<file path="src/rtl/aqp_clkrst_seq.sv">
// Clock/reset sequencer: DCM reset and lock, then PLL reset and lock, then a settle hold before sys_reset is released.
// Supervises lock while running; defining AQP_CLKRST_LOSS_CNT_EN adds a saturating lock-loss counter.
module aqp_clkrst_seq #(
  parameter int DCM_RST_CYCLES = 4,
  parameter int PLL_RST_CYCLES = 4,
  parameter int LOCK_TIMEOUT   = 100000,
  parameter int SETTLE_CYCLES  = 1024,
  parameter int MAX_RETRIES    = 7
) (
  input  logic       clk,
  input  logic       reset_n,
  input  logic       dcm_locked,
  input  logic       dcm_clkin_stopped,
  input  logic       pll_locked,
`ifdef AQP_CLKRST_LOSS_CNT_EN
  input  logic       loss_cnt_clr,
  output logic [7:0] loss_cnt,
`endif
  output logic       dcm_rst,
  output logic       pll_rst,
  output logic       sys_reset,
  output logic       ready,
  output logic       fail,
  output logic [2:0] retry_cnt
);

  typedef enum logic [2:0] {
    ST_DCM_RST  = 3'd0,
    ST_DCM_WAIT = 3'd1,
    ST_PLL_RST  = 3'd2,
    ST_PLL_WAIT = 3'd3,
    ST_SETTLE   = 3'd4,
    ST_RUN      = 3'd5,
    ST_FAIL     = 3'd6
  } state_t;

  // One shared counter, sized for the longest interval so a compare never sees a wrapped value.
  localparam int CNT_MAX_A = (DCM_RST_CYCLES > PLL_RST_CYCLES) ? DCM_RST_CYCLES : PLL_RST_CYCLES;
  localparam int CNT_MAX_B = (LOCK_TIMEOUT > SETTLE_CYCLES) ? LOCK_TIMEOUT : SETTLE_CYCLES;
  localparam int CNT_MAX   = (CNT_MAX_A > CNT_MAX_B) ? CNT_MAX_A : CNT_MAX_B;
  localparam int CNT_W     = $clog2(CNT_MAX + 1);

  localparam logic [CNT_W-1:0] DCM_RST_LAST = CNT_W'(DCM_RST_CYCLES - 1);
  localparam logic [CNT_W-1:0] PLL_RST_LAST = CNT_W'(PLL_RST_CYCLES - 1);
  localparam logic [CNT_W-1:0] TIMEOUT_LAST = CNT_W'(LOCK_TIMEOUT - 1);
  localparam logic [CNT_W-1:0] SETTLE_LAST  = CNT_W'(SETTLE_CYCLES - 1);
  localparam logic [2:0]       RETRY_LAST   = 3'(MAX_RETRIES - 1);
  localparam logic [2:0]       RETRY_SAT    = 3'(MAX_RETRIES);

  state_t           r_state;
  state_t           w_state_nxt;
  logic [CNT_W-1:0] r_cnt;
  logic [2:0]       r_retry_cnt;
  logic [1:0]       r_dl_sync;
  logic [1:0]       r_cs_sync;
  logic [1:0]       r_pl_sync;
  logic             r_dcm_bad_d;
  logic             r_pll_bad_d;
  logic             r_dcm_rst;
  logic             r_pll_rst;
  logic             r_sys_reset;
  logic             r_ready;
  logic             r_fail;

  logic w_dl;
  logic w_cs;
  logic w_pl;
  logic w_dcm_bad;
  logic w_pll_bad;
  logic w_dcm_loss;
  logic w_pll_loss;
  logic w_timeout;
  logic w_retry_last;
  logic w_fail_evt;
  logic w_dcm_rst_nxt;
  logic w_pll_rst_nxt;
  logic w_sys_reset_nxt;
  logic w_ready_nxt;
  logic w_fail_nxt;

  // Lock/status inputs come from other clock domains: two flops each before any decision.
  // NOTE: sequential state uses <= so every flop samples pre-edge values, as the hardware does.
  always_ff @(posedge clk or negedge reset_n) begin
    if (!reset_n) begin
      r_dl_sync   <= '0;
      r_cs_sync   <= '0;
      r_pl_sync   <= '0;
      r_dcm_bad_d <= 1'b0;
      r_pll_bad_d <= 1'b0;
    end else begin
      r_dl_sync   <= {r_dl_sync[0], dcm_locked};
      r_cs_sync   <= {r_cs_sync[0], dcm_clkin_stopped};
      r_pl_sync   <= {r_pl_sync[0], pll_locked};
      r_dcm_bad_d <= w_dcm_bad;
      r_pll_bad_d <= w_pll_bad;
    end
  end

  assign w_dl         = r_dl_sync[1];
  assign w_cs         = r_cs_sync[1];
  assign w_pl         = r_pl_sync[1];
  assign w_dcm_bad    = !w_dl || w_cs;
  assign w_pll_bad    = !w_pl;
  // A loss must persist for two consecutive synchronised samples; single-cycle glitches are ignored.
  assign w_dcm_loss   = w_dcm_bad && r_dcm_bad_d;
  assign w_pll_loss   = w_pll_bad && r_pll_bad_d;
  assign w_timeout    = (r_cnt == TIMEOUT_LAST);
  assign w_retry_last = (r_retry_cnt == RETRY_LAST);

  // State register, shared counter, retry count and registered outputs.
  always_ff @(posedge clk or negedge reset_n) begin
    if (!reset_n) begin
      r_state     <= ST_DCM_RST;
      r_cnt       <= '0;
      r_retry_cnt <= '0;
      r_dcm_rst   <= 1'b1;
      r_pll_rst   <= 1'b1;
      r_sys_reset <= 1'b1;
      r_ready     <= 1'b0;
      r_fail      <= 1'b0;
    end else begin
      r_state <= w_state_nxt;
      if (w_state_nxt != r_state) begin
        r_cnt <= '0;
      end else if (r_cnt != {CNT_W{1'b1}}) begin
        r_cnt <= r_cnt + 1'b1;
      end
      if (w_fail_evt) begin
        if (r_retry_cnt != RETRY_SAT) begin
          r_retry_cnt <= r_retry_cnt + 3'd1;
        end
      end else if ((w_state_nxt == ST_RUN) && (r_state != ST_RUN)) begin
        r_retry_cnt <= '0;
      end
      r_dcm_rst   <= w_dcm_rst_nxt;
      r_pll_rst   <= w_pll_rst_nxt;
      r_sys_reset <= w_sys_reset_nxt;
      r_ready     <= w_ready_nxt;
      r_fail      <= w_fail_nxt;
    end
  end

  // Next state. Priority inside each state: DCM loss, then PLL loss/lock, then count expiry.
  // NOTE: every always_comb output gets a default first so no path can infer a latch.
  always_comb begin
    w_state_nxt = r_state;
    w_fail_evt  = 1'b0;
    case (r_state)
      ST_DCM_RST: begin
        if (r_cnt == DCM_RST_LAST) w_state_nxt = ST_DCM_WAIT;
      end
      ST_DCM_WAIT: begin
        if (w_dl && !w_cs) begin
          w_state_nxt = ST_PLL_RST;
        end else if (w_timeout) begin
          w_fail_evt  = 1'b1;
          w_state_nxt = w_retry_last ? ST_FAIL : ST_DCM_RST;
        end
      end
      ST_PLL_RST: begin
        if (r_cnt == PLL_RST_LAST) w_state_nxt = ST_PLL_WAIT;
      end
      ST_PLL_WAIT: begin
        if (w_dcm_loss) begin
          w_state_nxt = ST_DCM_RST;
        end else if (w_pl) begin
          w_state_nxt = ST_SETTLE;
        end else if (w_timeout) begin
          w_fail_evt  = 1'b1;
          w_state_nxt = w_retry_last ? ST_FAIL : ST_PLL_RST;
        end
      end
      ST_SETTLE: begin
        if (w_dcm_loss)                 w_state_nxt = ST_DCM_RST;
        else if (w_pll_loss)            w_state_nxt = ST_PLL_RST;
        else if (r_cnt == SETTLE_LAST)  w_state_nxt = ST_RUN;
      end
      ST_RUN: begin
        if (w_dcm_loss)      w_state_nxt = ST_DCM_RST;
        else if (w_pll_loss) w_state_nxt = ST_PLL_RST;
      end
      ST_FAIL: begin
        w_state_nxt = ST_FAIL;
      end
      default: begin
        w_state_nxt = ST_DCM_RST;
      end
    endcase
  end

  // Outputs decoded from the next state and registered, so they move with the state itself.
  always_comb begin
    w_dcm_rst_nxt   = 1'b1;
    w_pll_rst_nxt   = 1'b1;
    w_sys_reset_nxt = 1'b1;
    w_ready_nxt     = 1'b0;
    w_fail_nxt      = 1'b0;
    case (w_state_nxt)
      ST_DCM_WAIT: begin
        w_dcm_rst_nxt = 1'b0;
      end
      ST_PLL_RST: begin
        w_dcm_rst_nxt = 1'b0;
      end
      ST_PLL_WAIT, ST_SETTLE: begin
        w_dcm_rst_nxt = 1'b0;
        w_pll_rst_nxt = 1'b0;
      end
      ST_RUN: begin
        w_dcm_rst_nxt   = 1'b0;
        w_pll_rst_nxt   = 1'b0;
        w_sys_reset_nxt = 1'b0;
        w_ready_nxt     = 1'b1;
      end
      ST_FAIL: begin
        w_fail_nxt = 1'b1;
      end
      default: begin
        w_fail_nxt = 1'b0;
      end
    endcase
  end

  assign dcm_rst   = r_dcm_rst;
  assign pll_rst   = r_pll_rst;
  assign sys_reset = r_sys_reset;
  assign ready     = r_ready;
  assign fail      = r_fail;
  assign retry_cnt = r_retry_cnt;

`ifdef AQP_CLKRST_LOSS_CNT_EN
  logic       w_loss_evt;
  logic [7:0] r_loss_cnt;

  // Only losses that pull the core back out of SETTLE or RUN are counted.
  assign w_loss_evt = ((r_state == ST_SETTLE) || (r_state == ST_RUN)) && (w_dcm_loss || w_pll_loss);

  always_ff @(posedge clk or negedge reset_n) begin
    if (!reset_n) begin
      r_loss_cnt <= '0;
    end else if (loss_cnt_clr) begin
      r_loss_cnt <= '0;
    end else if (w_loss_evt && (r_loss_cnt != 8'hFF)) begin
      r_loss_cnt <= r_loss_cnt + 8'd1;
    end
  end

  assign loss_cnt = r_loss_cnt;
`endif

endmodule

</file>
<file path="config.mk">
export PLATFORM = sky130hd
export DESIGN_NAME = aqp_clkrst_seq
export DESIGN_NICKNAME = d
export VERILOG_FILES = /design/src/rtl/aqp_clkrst_seq.sv
export SDC_FILE = /design/constraint.sdc
export NUM_CORES = 1
export LEC_CHECK = 0
export CAP_MARGIN = 20
export CORE_MARGIN = 2
export CORE_UTILIZATION = 55
export DETAILED_ROUTE_END_ITERATION = 6
export DONT_BUFFER_PORTS = 1
export GPL_TIMING_DRIVEN = 0
export PLACE_DENSITY = 0.7
export SYNTH_ARGS = -nofsm -noshare
export SYNTH_HDL_FRONTEND = slang
export SYNTH_SLANG_ARGS = --single-unit
export TNS_END_PERCENT = 100
</file>
<file path="constraint.sdc">
create_clock -name clk -period 4 [get_ports clk]
set_clock_uncertainty 0.05 [all_clocks]
set_input_delay 0.8 -clock clk [delete_from_list [all_inputs] [get_ports clk]]
set_output_delay 0.8 -clock clk [all_outputs]
set_load 0.03 [all_outputs]
</file>
==> results.sh, run 1 <==
export IMPL_cts_clk_slew_worst_paths_ps=110
export IMPL_worst_path_buf_inv=1
export IMPL_synth_seq_cells=36
export IMPL_first_pass_iters=4
export IMPL_nets=198
export IMPL_ys_dominant_reg_cell="dfrtp_1"
export IMPL_ir_drop_mv=0.320
export IMPL_finalCritPeriodShare=0.747
export IMPL_syn_area_per_cell_um2=10.5
export IMPL_syn_instance_count=181
export IMPL_rows=21
export IMPL_wl_met2_um=1860
export IMPL_ant_nets=0
export IMPL_grtUsageTotal=0.209
export IMPL_fill_cells=297
export IMPL_synth_area_leaders="dfrtp_1, xor2_1, nor3_1, dfstp_2, ha_1"
export IMPL_worst_setup_path_start_kind="register"
export IMPL_die_h_um=62.8
export IMPL_cts_made_buffers=5
export IMPL_slowest_stage="dfrtp_1"
export IMPL_worstMarginPinSlew_ps=592
export IMPL_die_area_um2=3940
export IMPL_cts_resized_gates=0
export IMPL_cts_max_level=2
export IMPL_root_buffer="clkbuf_4"
export IMPL_cts_setup_buffers=0
export IMPL_fin_crit_ps=2990
export IMPL_p_leak_nw=0.912
export IMPL_grt_overflow=0
export IMPL_synth_edf_count=0
export IMPL_io_pins=13
export IMPL_outcome="finished, final reports clean"
export IMPL_hold_viol=0
export IMPL_setup_viol=0
export IMPL_insertion_delay_ps=340
export IMPL_synth_top_area_share=0.434
export IMPL_drtIter0Drc=71
export IMPL_power_density_nw_per_um2=482
export IMPL_finalSetupTns_ps=0
export IMPL_routed_wl_um=3620
export IMPL_yosysWarningCount=0
export IMPL_cap_viol_max_count=0
export IMPL_antenna_found_initial=0
export IMPL_cts_tree="built"
export IMPL_rsz0062_at_grt="false"
export IMPL_worstSetupPathType="register to register"
export IMPL_hold_buffers=0
export IMPL_n_antenna_cell=0
export IMPL_timing_hold_ws_ps=91.3
export IMPL_initial_core_util=0.570
export IMPL_cts_buffer_depth=2
export IMPL_fin_util=0.606
export IMPL_slowest_delay_ps=460
export IMPL_yosysTopAreaCell="dfrtp_1"
export IMPL_crit_required_ps=4210
export IMPL_ys_types=49
export IMPL_die_w_um=62.8
export IMPL_met3_length_um=181
export IMPL_final_max_slew_viol_count=0
export IMPL_avgViaCountPerCell=5.89
export IMPL_hpwl_um=2640
export IMPL_drive_above_1_share=0.159
export IMPL_remaining_drc_errors=0
export IMPL_cp_arrival_ps=3200
export IMPL_met1Wirelength_um=1510
export IMPL_wl_per_cell_um=15.4
export IMPL_top_layer="met4"
export IMPL_worst_setup_path_end_kind="register"
export IMPL_yosysSeqAreaShare=0.476
export IMPL_num_vias=1384
export IMPL_first_global_vias=1349
export IMPL_grt_pass1_wl_um=6450
export IMPL_gp_congestion=0.844
export IMPL_syn_cell_area_um2=1900
export IMPL_syn_num_nets=191
export IMPL_relSlewSlack=0.605
export IMPL_clock_sinks=36
export IMPL_io_buffers=0
export IMPL_crit_family="simple AND/OR/NAND/NOR gates"
export IMPL_core_area_um2=3340
export IMPL_grt_max_degree=37
export IMPL_ys_async_sr_fraction=1.00
export IMPL_hp_class="input port to asynchronous set/reset pin"
export IMPL_cpMostUsedCell="and4_1"
export IMPL_worstPathMaxFanout=6
export IMPL_crit_chain="and3_1 -> and4_1 -> and4_1 -> and4_2 -> ha_1 -> buf_6 -> nand4b_1 -> nor2_1 -> nand4_1 -> xor2_1 -> nor3_1"
export IMPL_area_delta_synth_final_pct=6.32
export IMPL_fmax_mhz=335
## worst paths after layout
path / from / end / slack, ps / cells after the start
worst max-delay path: r_cnt[4] / r_cnt[9] / 1010 / 11
worst min-delay path: reset_n / r_cnt[6] / 90 / 0
worst max register to register: r_cnt[4] / r_cnt[9] / 1010 / 11
worst min register to register: r_cs_sync[0] / r_cs_sync[1] / 310 / 0
max in group asynchronous: reset_n / sys_reset / 3640 / 0
min in group clk: r_cs_sync[0] / r_cs_sync[1] / 310 / 0
## synth_stat cells, types with 3 or more instances
cell      instances
a21oi_1           5
clkbuf_8          3
dfrtp_1          33
dfstp_2           3
ha_1              5
inv_1            10
mux2i_1           3
nand2_1          12
nand2b_1          3
nand3_1          10
nand4_1           3
nor2_1           10
nor2b_1           3
nor3_1           16
o21ai_0           7
xnor2_1           3
xor2_1           12
## worst register-to-register path: cells and delay by family, from the launching register on
| family | cells | cell delay [ps] |
|---|---|---|
| flops | 1 | 460 |
| buf+inv | 1 | 130 |
| simple gates | 8 | 1900 |
| xor+xnor | 1 | 160 |
| fa+ha+maj | 1 | 190 |
## cells by family (layout without fill, tap and decap cells)
family,Yosys count,after routing,synth area share
flops,36,36,0.476
compound gates,26,26,0.103
fa+ha+maj,5,5,0.0329
buf+inv,17,25,0.0652
simple gates,79,79,0.238
xor+xnor,15,15,0.0691
mux,3,3,0.0158
## power breakdown
group          internal (mW)  leakage, nW  total, mW  switching (mW)
registers              0.413        0.466      0.463          0.0500
logic                  0.138        0.414      0.309           0.171
clock network         0.0860       0.0315      0.203           0.117
total                  0.636        0.912      0.974           0.337
## through the flow
stage          setup slack (ps)  instance area (µm²)  total power, mW  std cells
5_1_grt                     861                 2020             1.05        235
4_1_cts                    1050                 2020            0.983        235
3_3_place_gp               1170                 1960            0.769        227
3_5_place_dp               1110                 1960            0.781        227
6_report                   1010                 2020            0.974        235
2_1_floorplan              1390                 1900            0.717        181
## sequential cells by signal, indices dropped and copies added, names as in the netlist
| register | count |
|---|---|
| dcm_rst | 1 |
| fail | 1 |
| pll_rst | 1 |
| r_cnt | 17 |
| r_cs_sync | 2 |
| r_dcm_bad_d | 1 |
| r_dl_sync | 2 |
| r_pl_sync | 2 |
| r_pll_bad_d | 1 |
| r_state | 3 |
| ready | 1 |
| retry_cnt | 3 |
| sys_reset | 1 |
## cell type report
cell class	instances	area, µm²	share of cell area
Multi-Input combinational cell	128	872	0.432
Clock inverter	1	7.51	0.00372
Sequential cell	36	905	0.448
Tap cell	46	57.6	0.0285
Inverter	10	37.5	0.0186
Clock buffer	7	55.1	0.0272
Buffer	7	86.3	0.0427
## layout by cell type (no fill, tap or decap), types with 2 or more instances in the layout
master    count
buf_6         2
and4_1        2
mux2i_1       3
a21oi_1       5
nand2_1      12
nand3_1      10
xor2_1       12
nor3_1       16
inv_1        10
nand2b_1      3
and3_1        2
ha_1          5
nor2b_1       3
nand4_1       3
or4_4         2
nor4_1        2
and4_2        2
nor2_1       10
dfstp_2       3
clkbuf_8      4
xnor2_1       3
clkbuf_4      5
o21ai_0       7
dfrtp_1      33
o21bai_1      2
nand4b_1      2
## metal layers
| metal | GRT usage | up-vias |
|---|---|---|
| met1 | 0.274 | 676 |
| met2 | 0.333 | 40 |
| met4 | 0.0861 | 0 |
| met3 | 0.0523 | 7 |
| li1 | - | 661 |
| met5 | 0 | - |
(Power assumes the default switching activity.)
==> run 2: changes to the inputs <==
--- a/config.mk
+++ b/config.mk
@@ -11,7 +11,7 @@
 export DETAILED_ROUTE_END_ITERATION = 6
 export DONT_BUFFER_PORTS = 1
 export GPL_TIMING_DRIVEN = 0
-export PLACE_DENSITY = 0.7
+export PLACE_DENSITY = 0.73
 export SYNTH_ARGS = -nofsm -noshare
 export SYNTH_HDL_FRONTEND = slang
 export SYNTH_SLANG_ARGS = --single-unit
==> constraint.sdc (replaced) <==
create_clock -name clk -period 2.45 [get_ports clk]
set_clock_uncertainty 0.05 [all_clocks]
set_input_delay 0.49 -clock clk [delete_from_list [all_inputs] [get_ports clk]]
set_output_delay 0.49 -clock clk [all_outputs]
set_load 0.03 [all_outputs]
==> results.sh, run 2 (synthesis gave the netlist of run 1 again) <==
export IMPL_outcome="complete, but fails checks"
export IMPL_violations="negative setup slack"
export IMPL_area_delta_synth_final_pct=19.9
export IMPL_setup_viol=17
export IMPL_hp_class="input port to register"
export IMPL_r2r_start="r_cnt[12]"
export IMPL_final_cell_mix="dfrtp_1, buf_4, nor3_1, nand2_1, xor2_1"
export IMPL_final_cells=250
export IMPL_grt_pass1_wl_um=7020
export IMPL_grt_overflow=0
export IMPL_power_mw=1.83
export IMPL_final_max_slew_viol_count=0
export IMPL_initial_core_util=0.570
export IMPL_regMostFlops="r_cnt"
export IMPL_cts_made_buffers=5
export IMPL_worst_setup_path_end_kind="register"
export IMPL_crit_required_ps=2640
export IMPL_hold_end="r_pl_sync[0]"
export IMPL_dp_cells=227
export IMPL_place_area_um2=1960
export IMPL_r2r_end="r_cnt[3]"
export IMPL_seq_power_share=0.413
export IMPL_gp_congestion=0.913
export IMPL_worstMarginPinSlew_ps=641
export IMPL_timing_hold_ws_ps=105
export IMPL_cts_tree="built"
export IMPL_io_buffers=0
export IMPL_cts_max_level=2
export IMPL_antenna_found_initial=0
export IMPL_routed_wl_um=4210
export IMPL_power_density_nw_per_um2=803
export IMPL_clkPwrFrac=0.230
export IMPL_final_area_um2=2280
export IMPL_cpMostUsedCell="or4_4"
export IMPL_root_buffer="clkbuf_4"
export IMPL_final_common_cell="dfrtp_1"
export IMPL_finalSetupTns_ps=-2850
export IMPL_finalCritPeriodShare=1.08
export IMPL_n_antenna_cell=0
export IMPL_pre_cts_ws_ps=-275
export IMPL_worstPathMaxFanout=5
export IMPL_cap_viol_max_count=0
export IMPL_netSwitchingPower_mw=0.647
export IMPL_r2r_slack_ps=-200
export IMPL_hpwl_um=2610
export IMPL_largest_register_ffs=17
export IMPL_ant_nets=0
export IMPL_hold_start="pll_locked"
export IMPL_fin_util=0.683
export IMPL_relSlewSlack=0.570
export IMPL_cp_arrival_ps=2840
export IMPL_die_h_um=62.8
export IMPL_hold_viol=0
export IMPL_core_area_um2=3340
export IMPL_die_area_um2=3940
export IMPL_worst_setup_path_start_kind="register"
export IMPL_worstSetupPathType="register to register"
export IMPL_crit_chain="or3_4 -> or4_4 -> or4_4 -> a221o_2 -> o311ai_4 -> buf_8 -> nor3_1"
export IMPL_power_frac_comb=0.357
export IMPL_die_w_um=62.8
export IMPL_grt_max_degree=37
export IMPL_p_int_mw=1.18
export IMPL_drtIter0Drc=127
export IMPL_avgViaCountPerCell=5.89
export IMPL_rsz0062_at_grt="true"
export IMPL_nets=213
export IMPL_p_leak_nw=0.998
export IMPL_timing_final_ws_setup_ps=-203
export IMPL_clock_sinks=36
export IMPL_ir_drop_mv=0.551
export IMPL_cts_buffer_depth=2
export IMPL_rows=21
export IMPL_slowest_delay_ps=500
export IMPL_io_pins=13
export IMPL_cts_clk_slew_worst_paths_ps=120
export IMPL_wl_per_cell_um=16.8
export IMPL_remaining_drc_errors=0
export IMPL_num_vias=1472
export IMPL_first_pass_iters=4
export IMPL_insertion_delay_ps=350
export IMPL_swShare=0.354
export IMPL_whs_path_depth=0
export IMPL_first_global_vias=1477
export IMPL_fin_crit_ps=2650
export IMPL_fmax_mhz=377
export IMPL_reg2regPathDepth=7
export IMPL_slowest_stage="or4_4"
export IMPL_drive_above_1_share=0.299
export IMPL_grtUsageTotal=0.232
run 2: power by group through the flow:
stage	Combinational, mW	Clock, mW	Sequential (mW)
3_3_place_gp	0.493	0	0.765
3_5_place_dp	0.509	0	0.767
2_1_floorplan	0.418	0	0.754
5_1_grt	0.711	0.458	0.762
6_report	0.653	0.420	0.756
4_1_cts	0.640	0.435	0.755
run 2: layer usage:
metal	part of all wire	vias to the layer above	wire, µm	GRT usage
met5	0	-	0	0
met4	0.017	0	70	0.0972
met3	0.048	11	202	0.0450
met2	0.51	46	2170	0.397
met1	0.42	727	1770	0.288
li1	-	688	-	-
run 2: final cells by class:
cell class,instances,area (µm²)
clock inverters,3,42.5
fillers,259,1060
repair buffers,15,148
plain buffers,7,86.3
clock buffers,5,37.5
well taps,46,57.6
multi-input cells,128,962
inverters,10,37.5
flip-flops and latches,36,907
run 2: worst max-delay path by stage:
stage                         start       end  slack, ps  cells past startpoint
final                     r_cnt[12]  r_cnt[3]       -200                      7
after global routing      r_cnt[12]  r_cnt[1]       -250                      7
after CTS                 r_cnt[12]  r_cnt[3]       -190                      7
after detailed placement   r_cnt[4]  r_cnt[9]       -270                     11
after global placement     r_cnt[4]  r_cnt[9]       -220                     11
after floorplan           r_cnt[13]  r_cnt[6]        -90                      7
run 2: critical path: cells and delay by family, from the launching register on:
kind | cells | cell delay [ps]
compound gates | 2 | 530
simple gates | 4 | 1380
flops | 1 | 410
buf+inv | 1 | 180
run 2: what timing repair did:
item,in CTS,in global routing
gates resized for setup,20,1
buffers inserted,7,5
gates cloned,1,0
hold buffers,2,0
endpoints found under the setup margin,20,19
pin swaps,20,3
endpoints found under the hold margin,36,0
==> RTL change, RTL diff (settings of run 2) <==
Set the parameter `DCM_RST_CYCLES` to 8 (it was 4).
--- a/src/rtl/aqp_clkrst_seq.sv
+++ b/src/rtl/aqp_clkrst_seq.sv
@@ -2,5 +2,5 @@
 // Supervises lock while running; defining AQP_CLKRST_LOSS_CNT_EN adds a saturating lock-loss counter.
 module aqp_clkrst_seq #(
-  parameter int DCM_RST_CYCLES = 4,
+  parameter int DCM_RST_CYCLES = 8,
   parameter int PLL_RST_CYCLES = 4,
   parameter int LOCK_TIMEOUT   = 100000,
Function: changed (Yosys sat finds a counterexample within 10 cycles, from zero or initial values and one cycle with reset_n low).
==> RTL change against run 2 <==
- the flow still finishes with violations (setup timing)
- worst hold slack gained 23 ps
- routed wire length down 12%
- sequential power rose by 4.4%
- cell area is 3.7% lower
- synthesized area is 3.6% lower
- sequential cell count is the same
- sequential share of layout area up 1.5 points
- setup slack improved by 55 ps
- power shrank 0.22%
- synthesized cell count down 2.8%
==> RTL change: results (changes against run 2) <==
* Via density at 5.79 (-1.7%)
* Setup bufs post-CTS at 8 (+1)
* Failing checks: setup timing
* Worst Max-Slew Pin Slew at 536 ps (-104 ps)
* Max VDD drop at 0.626 mV (+14%)
* Quantity of gates resized following cts at 9 (-55%)
* Top cells by area, synth: dfrtp_1 45%, xnor2_1 4.8%, dfstp_2 4.3%
* Fin worst setup slack at -148 ps (+55.3 ps)
* CP max stage delay at 550 ps (+50 ps)
* HPWL Detailed at 2310 um (-11%)
* NumNets Final at 208 (-2.3%)
* Syn nets at 186 (-2.6%)
* Worst EP arrival at 2760 ps (-80 ps)
* Tot GR Track Use at 21.4% (-1.8 points)
* Status: complete, but fails checks
* First-pass GRT wire length at 5770 um (-18%)
* Routed Wire Length at 3690 um (-12%)
* Drt initial violations at 50 (-61%)
* Vias in the first global route at 1282 (-13%)
* GPL Wtd Cong at 0.825 (-9.7%)
* Seq/Total Area, Yosys at 49.4% (+1.8 points)
* # setup viols final at 21 (+4)
* Synth cell count leaders: 33 x dfrtp_1, 14 x nor2_1, 14 x nor3_1
* Crit path capture: r_cnt[6]$_DFFE_PN0P_
* Filler cells at 246 (-5.0%)
* R2r startpoint: r_cnt[11]$_DFFE_PN0P_
-- RTL change: report_power, final --
group | leakage (nW) | total [mW] | switching (mW) | internal, mW
sequential | 0.462 | 0.789 | 0.102 | 0.687
combinational | 0.494 | 0.702 | 0.364 | 0.338
clock | 0.0315 | 0.334 | 0.194 | 0.140
-- RTL change: layout make-up --
type | count | area (sq um) | area share, %
tap | 44 | 55.1 | 2.51
timing repair buffer | 18 | 158 | 7.18
clock buffer | 7 | 55.1 | 2.51
buffer | 4 | 26.3 | 1.20
inverter | 9 | 33.8 | 1.54
sequential | 36 | 906 | 41.3
clock inverter | 1 | 7.51 | 0.342
multi-input combinational | 124 | 953 | 43.4
-- RTL change: cell families (layout without fill, tap and decap cells) --
| group | Yosys count | count (layout) | share of synthesized area [%] |
|---|---|---|---|
| muxes | 4 | 4 | 2.18 |
| buffers and inverters | 16 | 39 | 3.75 |
| and+or+nand+nor | 81 | 81 | 25.1 |
| xor gates and xnor gates | 16 | 16 | 7.64 |
| DFF | 36 | 36 | 49.4 |
| AOI/OAI and AO/OA | 18 | 18 | 8.53 |
| adders and majority gates | 5 | 5 | 3.41 |
-- RTL change: metrics by stage --
step	hold slack [ps]	instance area, sq um	std cells	setup TNS (ps)	setup slack [ps]
floorplan	144	1840	176	0	13.2
global placement	145	1900	220	-5390	-370
detailed placement	145	1900	220	-5350	-340
CTS	107	2080	237	-2610	-148
global route	95.7	2190	243	-3530	-227
finish	128	2190	243	-2230	-148
-- RTL change: layer usage --
layer  vias to the layer above  track usage (%)  wire length, um
met2                        36             33.1             1780
met3                         4             6.21              183
met1                       702             28.6             1680
met4                         0             8.21               49
li1                        665                -                -
met5                         -                0                0
